<file path="src/rtl/dmem_arbiter_pkg.sv">
// Shared types and default widths for the data-memory arbiter.
// Imported by the interface, the counter and the arbiter itself.
package dmem_pkg;

  localparam int DEFAULT_AW         = 8;
  localparam int DEFAULT_W          = 8;
  localparam int DEFAULT_STARVE_MAX = 4;

  typedef enum logic [1:0] {H_IDLE, H_PEND, H_DONE} host_st_t;

endpackage

</file>
<file path="src/rtl/dmem_arbiter_if.sv">
// Bus bundle shared by the core load/store path, the host loader and data_mem.
// slave is the arbiter's view; master is the surrounding system's view.
interface dmem_arbiter_if import dmem_pkg::*; #(
  parameter int AW = DEFAULT_AW,
  parameter int W  = DEFAULT_W
);
  logic          core_rd;
  logic          core_wr;
  logic [AW-1:0] core_addr;
  logic [W-1:0]  core_wdata;
  logic [W-1:0]  core_rdata;
  logic          core_stall;

  logic          host_req;
  logic          host_we;
  logic [AW-1:0] host_addr;
  logic [W-1:0]  host_wdata;
  logic          host_ack;
  logic [W-1:0]  host_rdata;
  logic          host_busy;

  logic [AW-1:0] mem_addr;
  logic          mem_rd;
  logic          mem_wr;
  logic [W-1:0]  mem_wdata;
  logic [W-1:0]  mem_rdata;

  logic [15:0]   stall_ct;

  modport slave (
    input  core_rd, core_wr, core_addr, core_wdata,
    output core_rdata, core_stall,
    input  host_req, host_we, host_addr, host_wdata,
    output host_ack, host_rdata, host_busy,
    output mem_addr, mem_rd, mem_wr, mem_wdata,
    input  mem_rdata,
    output stall_ct
  );

  modport master (
    output core_rd, core_wr, core_addr, core_wdata,
    input  core_rdata, core_stall,
    output host_req, host_we, host_addr, host_wdata,
    input  host_ack, host_rdata, host_busy,
    input  mem_addr, mem_rd, mem_wr, mem_wdata,
    output mem_rdata,
    input  stall_ct
  );

endinterface

</file>
<file path="src/rtl/dmem_arbiter_sat_counter.sv">
// Saturating up-counter with synchronous clear; clear wins over increment.
// Used for both the host starvation counter and the core stall counter.
module sat_counter import dmem_pkg::*; #(
  parameter int          WIDTH = 16,
  parameter int unsigned MAX   = 32'h0000_FFFF
) (
  input  logic             clk,
  input  logic             rst_n,
  input  logic             clear,
  input  logic             inc,
  output logic [WIDTH-1:0] count_o
);
  localparam logic [WIDTH-1:0] MaxVal = WIDTH'(MAX);

  logic [WIDTH-1:0] count_q, count_d;

  always_comb begin
    count_d = count_q;
    if (clear) begin
      count_d = '0;
    end else if (inc && (count_q != MaxVal)) begin
      count_d = count_q + 1'b1;
    end
  end

  always_ff @(posedge clk or negedge rst_n) begin
    if (!rst_n) begin
      count_q <= '0;
    end else begin
      count_q <= count_d;
    end
  end

  assign count_o = count_q;

endmodule

</file>
<file path="src/rtl/dmem_arbiter.sv">
// Shares the data-memory port between the core (priority, zero latency) and a
// host loader whose access is forced through after STARVE_MAX waiting cycles.
module dmem_arbiter import dmem_pkg::*; #(
  parameter int AW         = DEFAULT_AW,
  parameter int W          = DEFAULT_W,
  parameter int STARVE_MAX = DEFAULT_STARVE_MAX
) (
  input  logic          CLK,
  input  logic          reset_n,
  input  logic          halt,
  dmem_arbiter_if.slave bus
);
  host_st_t      state_q, state_d;
  logic          pendWe_q, pendWe_d;
  logic [AW-1:0] pendAddr_q, pendAddr_d;
  logic [W-1:0]  pendWdata_q, pendWdata_d;
  logic [W-1:0]  hostRdata_q, hostRdata_d;
  logic [3:0]    waitCt;
  logic          coreReq;
  logic          hostGrant;

  assign coreReq   = bus.core_rd | bus.core_wr;
  assign hostGrant = (state_q == H_PEND) &&
                     (halt || !coreReq || (waitCt == 4'(STARVE_MAX)));

  // Waiting cycles only accumulate while a captured access is held off.
  sat_counter #(.WIDTH(4), .MAX(STARVE_MAX)) uWaitCt (
    .clk    (CLK),
    .rst_n  (reset_n),
    .clear  ((state_q != H_PEND) || hostGrant),
    .inc    (1'b1),
    .count_o(waitCt)
  );

  sat_counter #(.WIDTH(16), .MAX(32'h0000_FFFF)) uStallCt (
    .clk    (CLK),
    .rst_n  (reset_n),
    .clear  (1'b0),
    .inc    (bus.core_stall),
    .count_o(bus.stall_ct)
  );

  always_comb begin
    state_d     = state_q;
    pendWe_d    = pendWe_q;
    pendAddr_d  = pendAddr_q;
    pendWdata_d = pendWdata_q;
    hostRdata_d = hostRdata_q;
    case (state_q)
      H_IDLE: begin
        if (bus.host_req) begin
          pendWe_d    = bus.host_we;
          pendAddr_d  = bus.host_addr;
          pendWdata_d = bus.host_wdata;
          state_d     = H_PEND;
        end
      end
      H_PEND: begin
        if (hostGrant) begin
          if (!pendWe_q) begin
            hostRdata_d = bus.mem_rdata;
          end
          state_d = H_DONE;
        end
      end
      H_DONE:  state_d = H_IDLE;
      default: state_d = H_IDLE;
    endcase
  end

  always_ff @(posedge CLK or negedge reset_n) begin
    if (!reset_n) begin
      state_q     <= H_IDLE;
      pendWe_q    <= 1'b0;
      pendAddr_q  <= '0;
      pendWdata_q <= '0;
      hostRdata_q <= '0;
    end else begin
      state_q     <= state_d;
      pendWe_q    <= pendWe_d;
      pendAddr_q  <= pendAddr_d;
      pendWdata_q <= pendWdata_d;
      hostRdata_q <= hostRdata_d;
    end
  end

  // The granted host borrows the port; otherwise the core path passes straight through.
  always_comb begin
    bus.mem_addr  = bus.core_addr;
    bus.mem_rd    = bus.core_rd;
    bus.mem_wr    = bus.core_wr;
    bus.mem_wdata = bus.core_wdata;
    if (hostGrant) begin
      bus.mem_addr  = pendAddr_q;
      bus.mem_rd    = !pendWe_q;
      bus.mem_wr    = pendWe_q;
      bus.mem_wdata = pendWdata_q;
    end
  end

  assign bus.core_stall = hostGrant & coreReq;
  assign bus.core_rdata = bus.mem_rdata;
  assign bus.host_ack   = (state_q == H_DONE);
  assign bus.host_busy  = (state_q != H_IDLE);
  assign bus.host_rdata = hostRdata_q;

endmodule
</file>
<file path="src/flat_wrapper.sv">
// flat-port wrapper written by rule: the top's interface ports become plain ports
module dmem_arbiter_flat import dmem_pkg::*;
#(
  parameter int AW         = DEFAULT_AW,
  parameter int W          = DEFAULT_W,
  parameter int STARVE_MAX = DEFAULT_STARVE_MAX
)
  (CLK, reset_n, halt, bus_core_rd, bus_core_wr, bus_core_addr, bus_core_wdata, bus_core_rdata, bus_core_stall, bus_host_req, bus_host_we, bus_host_addr, bus_host_wdata, bus_host_ack, bus_host_rdata, bus_host_busy, bus_mem_addr, bus_mem_rd, bus_mem_wr, bus_mem_wdata, bus_mem_rdata, bus_stall_ct);
  dmem_arbiter_if #(.AW(AW), .W(W)) bus_i ();
  input  logic CLK;
  input  logic reset_n;
  input  logic halt;
  input wire logic [$bits(bus_i.core_rd)-1:0] bus_core_rd;
  input wire logic [$bits(bus_i.core_wr)-1:0] bus_core_wr;
  input wire logic [$bits(bus_i.core_addr)-1:0] bus_core_addr;
  input wire logic [$bits(bus_i.core_wdata)-1:0] bus_core_wdata;
  output wire logic [$bits(bus_i.core_rdata)-1:0] bus_core_rdata;
  output wire logic [$bits(bus_i.core_stall)-1:0] bus_core_stall;
  input wire logic [$bits(bus_i.host_req)-1:0] bus_host_req;
  input wire logic [$bits(bus_i.host_we)-1:0] bus_host_we;
  input wire logic [$bits(bus_i.host_addr)-1:0] bus_host_addr;
  input wire logic [$bits(bus_i.host_wdata)-1:0] bus_host_wdata;
  output wire logic [$bits(bus_i.host_ack)-1:0] bus_host_ack;
  output wire logic [$bits(bus_i.host_rdata)-1:0] bus_host_rdata;
  output wire logic [$bits(bus_i.host_busy)-1:0] bus_host_busy;
  output wire logic [$bits(bus_i.mem_addr)-1:0] bus_mem_addr;
  output wire logic [$bits(bus_i.mem_rd)-1:0] bus_mem_rd;
  output wire logic [$bits(bus_i.mem_wr)-1:0] bus_mem_wr;
  output wire logic [$bits(bus_i.mem_wdata)-1:0] bus_mem_wdata;
  input wire logic [$bits(bus_i.mem_rdata)-1:0] bus_mem_rdata;
  output wire logic [$bits(bus_i.stall_ct)-1:0] bus_stall_ct;
  assign bus_i.core_rd = bus_core_rd;
  assign bus_i.core_wr = bus_core_wr;
  assign bus_i.core_addr = bus_core_addr;
  assign bus_i.core_wdata = bus_core_wdata;
  assign bus_core_rdata = bus_i.core_rdata;
  assign bus_core_stall = bus_i.core_stall;
  assign bus_i.host_req = bus_host_req;
  assign bus_i.host_we = bus_host_we;
  assign bus_i.host_addr = bus_host_addr;
  assign bus_i.host_wdata = bus_host_wdata;
  assign bus_host_ack = bus_i.host_ack;
  assign bus_host_rdata = bus_i.host_rdata;
  assign bus_host_busy = bus_i.host_busy;
  assign bus_mem_addr = bus_i.mem_addr;
  assign bus_mem_rd = bus_i.mem_rd;
  assign bus_mem_wr = bus_i.mem_wr;
  assign bus_mem_wdata = bus_i.mem_wdata;
  assign bus_i.mem_rdata = bus_mem_rdata;
  assign bus_stall_ct = bus_i.stall_ct;
  dmem_arbiter #(.AW(AW), .W(W), .STARVE_MAX(STARVE_MAX)) u_core (.CLK(CLK), .reset_n(reset_n), .halt(halt), .bus(bus_i));
endmodule
</file>
<file path="config.mk">
export PLATFORM = sky130hd
export DESIGN_NAME = dmem_arbiter_flat
export DESIGN_NICKNAME = d
export VERILOG_FILES = /design/src/rtl/dmem_arbiter_pkg.sv /design/src/rtl/dmem_arbiter_if.sv /design/src/rtl/dmem_arbiter_sat_counter.sv /design/src/rtl/dmem_arbiter.sv /design/src/flat_wrapper.sv
export SDC_FILE = /design/constraint.sdc
export NUM_CORES = 1
export LEC_CHECK = 0
export CORE_ASPECT_RATIO = 0.75
export CORE_MARGIN = 1.5
export CORE_UTILIZATION = 62
export CTS_BUF_LIST = sky130_fd_sc_hd__clkbuf_16
export DETAILED_ROUTE_END_ITERATION = 7
export DONT_BUFFER_PORTS = 1
export HOLD_SLACK_MARGIN = 0.06
export PLACE_DENSITY_LB_ADDON = 0.2
export SLEW_MARGIN = 20
export SYNTH_ARGS = -nofsm -noshare
export SYNTH_HDL_FRONTEND = slang
export SYNTH_SLANG_ARGS = --single-unit
</file>
<file path="constraint.sdc">
create_clock -name CLK -period 2.7 [get_ports CLK]
set_input_delay 0.54 -clock CLK [delete_from_list [all_inputs] [get_ports CLK]]
set_output_delay 0.54 -clock CLK [all_outputs]
set_load 0.05 [all_outputs]
</file>
* After elaboration in Yosys (flattened, before gate mapping) *
Cells that the tools add are included.

cells by class
  bitwise operators = 3
  add/sub/neg operators = 2
  equal/unequal tests = 8
  muxes and demuxes = 9
  reductions and logical operators = 13

operators by type and width
  cell                   count
  $add 16x1->16 const B  1
  $mux 8                 2
  $ne 16x16->1 const B   1
  $mux 4                 2
  $add 4x1->4 const B    1
  $eq 4x3->1 const B     1
  $mux 2                 2
  $ne 2x1->1 const B     2
  $ne 4x3->1 const B     1
  $pmux 2 s2             1
  $reduce_and 2->1       2
  $reduce_bool 2->1      2
  $logic_or 1x1->1       3
  $reduce_and 3->1       1
  $eq 2x1->1 const B     1
  $eq 2x2->1 const B     1
  $logic_and 1x1->1      2
  $logic_not 1->1        2
  $logic_not 2->1        1
  $mux 1                 2
  $ne 2x2->1 const B     1
  $and 1x1->1            1
  $not 1->1              1
  $or 1x1->1             1

storage, ports and cells
  output and inout bits = 53
  word-level logic and storage cells = 42
  bits in registers = 47

* Longest topological paths before layout *
Gate-level depths: netlist of the first run.

  depth after elaboration = 7
  mapped depth = 8
  mapped depth without buffers = 7

* Cells and area by module *
Synthesis of the first run repeated with hierarchy kept, for this count alone.

second synthesis, totals
  cell total of the unflattened synthesis = 220
  area total of the unflattened synthesis = 2,635.0 µm²

by module, submodules not included
  module                         cells each  seq. area each (µm²)  area an instance (µm²)  instances
  dmem_arbiter                   98          675.6                 1,457.6                 1
  sat_counter (u_core.uStallCt)  98          400.4                 942.2                   1
  sat_counter (u_core.uWaitCt)   24          100.1                 235.2                   1

* Worst setup path after synthesis of the first run *
OpenSTA, ideal clock, no wires.

  path type = register to output
  from = register u_core.uWaitCt.count_q[0] (netlist: u_core.uWaitCt.count_o[0])
  to = output port bus_mem_rd
  buffers on the path = 1
  data arrival time = 2,297 ps
  slack = -137 ps
  cell stages (with the launch flop) = 8
  cells stage by stage = dfrtp_1 > inv_1 > ha_1 > and3b_2 > o31ai_4 > inv_2 > clkbuf_1 > a21oi_1

on the way
  cells in the longest elaborated chain, start to end = 4

RTL lines
  what                      line                            RTL
  start: declaration        dmem_arbiter_sat_counter.sv:15  logic [WIDTH-1:0] count_q, count_d;
  start signal: assignment  dmem_arbiter_sat_counter.sv:30  count_q <= count_d;
  $eq 4x3->1                dmem_arbiter.sv:24              (halt || !coreReq || (waitCt == 4'(STARVE_MAX)));
  $logic_or 1x1->1          dmem_arbiter.sv:24
  $logic_and 1x1->1         dmem_arbiter.sv:23              assign hostGrant = (state_q == H_PEND) &&
  $mux 1                    dmem_arbiter.sv:93              if (hostGrant) begin
  end: declaration          flat_wrapper.sv:27              output wire logic [$bits(bus_i.mem_rd)-1:0] bus_mem_rd;

No other way between the ends.

* Worst setup path after layout of the first run *
  from = register u_core.uWaitCt.count_q[0] (netlist: u_core.uWaitCt.count_o[0])
  to = output port bus_mem_wdata[0]

on the way
  cells in the longest elaborated chain, start to end = 4

RTL lines
  what               line                RTL
  $eq 4x3->1         dmem_arbiter.sv:24
  $logic_or 1x1->1   dmem_arbiter.sv:24
  $logic_and 1x1->1  dmem_arbiter.sv:23
  $mux 8             dmem_arbiter.sv:93
  end: declaration   flat_wrapper.sv:29  output wire logic [$bits(bus_i.mem_wdata)-1:0] bus_mem_wdata;

No other way between the ends.

==> impl_metrics.py, run 1 <==
metrics = {
    "clock_tree": {
        "clockBufferDepth": 2,
        "clock-root-buffer": "clkbuf_16",
        "cts_buffers": 5,
        "cts_htree_levels": 2,
        "clock_latency_ns": 0.29,
        "cts_tree": "done",
        "cts_sinks": 47,
        "clkTransAtPathRegs_ns": 0.06,
    },
    "timing": {
        "timing.final.ws_setup_ns": 0.0901,
        "slew_viol_final": 0,
        "hold_viol": 0,
        "worstMarginPinSlew_ns": 0.667,
        "fmax_ghz": 0.383,
        "finClkSkew_ns": 0.00343,
        "layout_worst_path_cycle_share": 0.967,
        "fin_crit_ns": 2.61,
        "hold_slack_ns": 0.0859,
        "slew-limit-headroom": 0.555,
        "rsz0062_at_grt": "no",
        "setup_viol": 0,
        "setup_tns_ns": 0,
    },
    "synthesis": {
        "synthCells": 211,
        "synth_area_per_cell_sq_um": 10.8,
        "netlist_top_cells_count": "59 x nand2_1, 47 x dfrtp_1, 18 x mux2_2",
        "synth_top_cell_area_share": 0.516,
        "synth.area.top_cells": "dfrtp_1 52%, nand2_1 9.7%, mux2_2 8.9%",
        "synth_most_common_cell": "nand2_1",
        "async_flop_share": 1.00,
        "ys_ff_latch": 47,
        "synth_nets": 261,
        "synth_edf_count": 0,
        "synth.distinct_cells": 34,
        "syn_area_sq_mm": 0.00228,
        "yosys.area.top_type": "dfrtp_1",
        "yosys_warnings": 0,
        "yosysSeqAreaShare": 0.516,
        "ys.flop_type": "dfrtp_1",
    },
    "die": {
        "die_w_microns": 73,
        "ios": 100,
        "core_area_sq_mm": 0.00340,
        "die_area_sq_mm": 0.00405,
        "dieHeight_microns": 55.5,
        "rows": 18,
        "initial_core_util": 0.670,
    },
    "global_routing": {
        "grt.overflow.total": 0,
        "grt_pass1_vias": 1708,
        "grt_max_degree": 48,
        "grt_use_total": 0.279,
        "antenna_found_initial": 0,
        "grt_pass1_wl_microns": 8460,
    },
    "final_layout": {
        "syn_to_final_growth_pct": 28.1,
        "fillers": 161,
        "nets": 283,
        "final_cell_area_sq_mm": 0.00292,
        "drive_above_1_share": 0.278,
        "diodes": 0,
    },
    "critical_path": {
        "cp_slowest_stage_delay_ns": 0.39,
        "required_ns": 2.16,
        "slowest_stage": "dfrtp_1",
        "critPathMostFrequentCell": "nand2_1",
        "crit_fanout": 13,
        "cp.arrival_ns": 2.07,
        "path_class": "register to output port",
        "end_kind": "output port",
        "cp-start-kind": "register",
        "crit_chain": "inv_1, ha_1, and3b_2, o31ai_4, buf_6, buf_8, nand2_1, nand2_1, buf_12",
    },
    "drt": {
        "wire_per_inst_microns": 17.9,
        "drc_errors": 0,
        "num_vias": 1612,
        "via_per_inst": 5.68,
        "drt_iter0_drc": 44,
        "wl_microns": 5090,
        "firstDrtPassIters": 4,
        "ant_nets": 0,
    },
    "placed_design": {
        "port_buffers": 0,
        "hpwl_microns": 3610,
        "preCtsSetupSlack_ns": 0.307,
        "place.gp.congestion": 0.825,
        "dpl_cell_area_sq_mm": 0.00266,
    },
    "run": {
        "maxCapViolCount": 0,
    },
    "outcome": {
        "status": "finished, final reports clean",
    },
    "power_and_ir_drop": {
        "ir_drop_uv": 865,
        "power.density_mw_per_mm2": 1110,
        "power_mw": 3.25,
        "cellLeakagePower_nw": 1.39,
    },
    "hold_path": {
        "hold_class": "primary input to async pin",
    },
}
[layer usage]
layer / wire length [microns] / global-route usage / vias to the layer above
li1: - / - / 743
met2: 2680 / 0.475 / 60
met3: 362 / 0.0839 / 9
met5: 0 / 0 / -
met4: 93 / 0.108 / 0
met1: 1960 / 0.328 / 800
[cell families (layout without fill, tap and decap cells)]
logic type	count (synthesis)	count (layout)	synth area share
XOR/XNOR	16	16	0.0615
AO/OA/AOI/OAI	8	8	0.0412
AND/OR/NAND/NOR	93	93	0.191
adder cells (fa/ha/maj)	3	3	0.0165
buffers and inverters	18	41	0.0450
multiplexers	26	26	0.129
flip-flops	47	47	0.516
[report_power, final]
part	switching (mW)	internal, mW	total (mW)
Clock	0.262	0.530	0.791
Combinational	0.565	0.487	1.05
Sequential	0.500	0.907	1.41
[stage by stage]
step / util / std cells
CTS: 0.848 / 281
detailed placement: 0.781 / 271
finish: 0.858 / 284
global route: 0.858 / 284
floorplan: - / 211
global placement: 0.781 / 271
[layout make-up]
cell class                      instances  area [sq um]  area share
Clock buffer                            5           125      0.0429
Clock inverter                          3          67.6      0.0231
Inverter                                6          25.0     0.00857
Multi-Input combinational cell        146          1000       0.344
Sequential cell                        47          1180       0.403
Tap cell                               50          62.6      0.0214
Timing Repair Buffer                   27           459       0.157
[critical path, delay by kind of cell, from the launching register on]
family,cells,cell delay [ns]
AOI/OAI and AO/OA,1,0.25
adders and majority gates,1,0.18
buffers and inverters,4,0.53
DFF,1,0.39
and+or+nand+nor,3,0.42
[state kept, by name, summed over array words and instances, names as in the netlist]
| signal | flops |
|---|---|
| u_core.bus.host_rdata | 8 |
| u_core.pendWdata_q | 8 |
| u_core.uStallCt.count_o | 16 |
| u_core.state_q | 2 |
| u_core.uWaitCt.count_o | 4 |
| u_core.pendWe_q | 1 |
| u_core.pendAddr_q | 8 |
[worst paths after layout]
path	start	end	slack [ns]	cells past startpoint
setup / recovery	u_core.uWaitCt.count_o[0]	bus_mem_wdata[0]	0.09	9
hold / removal	reset_n	u_core.uStallCt.count_o[5]	0.09	1
setup reg to reg	u_core.uStallCt.count_o[0]	u_core.uStallCt.count_o[14]	0.52	5
hold reg to reg	u_core.pendWdata_q[2]	u_core.pendWdata_q[2]	0.51	1
max in group asynchronous	reset_n	u_core.pendWdata_q[2]	2.41	1
min in group CLK	bus_mem_rdata[4]	u_core.bus.host_rdata[4]	0.38	1
[layout by cell type, fill, tap and decap left out, drive strengths merged]
cell type / n
a21oi: 3
nand2: 59
a31oi: 1
nor2: 9
nor4: 1
bufinv: 2
xnor2: 11
ha: 3
and2b: 1
and3b: 1
buf: 27
o221ai: 1
xor2: 5
nand2b: 1
clkbuf: 5
a2111oi: 1
nor2b: 1
o21ai: 1
dfrtp: 47
or2: 1
o31ai: 1
nor3: 4
clkinvlp: 1
nand4: 7
nand3: 3
inv: 6
mux2: 26
and3: 5
[what timing repair did]
item / 4_1_cts / 5_1_grt
buffers inserted: 1 / 3
hold buffers: 1 / 0
endpoints found under the setup margin: 1 / 12
pin swaps: 1 / 0
resized for setup: 1 / 3
hold endpoints to repair: 47 / 0
(Power assumes the default switching activity.)
==> inputs of run 2 (changes only) <==
--- a/config.mk
+++ b/config.mk
@@ -11,6 +11,7 @@
 export CTS_BUF_LIST = sky130_fd_sc_hd__clkbuf_16
 export DETAILED_ROUTE_END_ITERATION = 7
 export DONT_BUFFER_PORTS = 1
+export GPL_ROUTABILITY_DRIVEN = 0
 export HOLD_SLACK_MARGIN = 0.06
 export PLACE_DENSITY_LB_ADDON = 0.2
 export SLEW_MARGIN = 20
==> results of run 2 <==
Same layout as run 1: the final DEF is identical, and so are final timing and power.
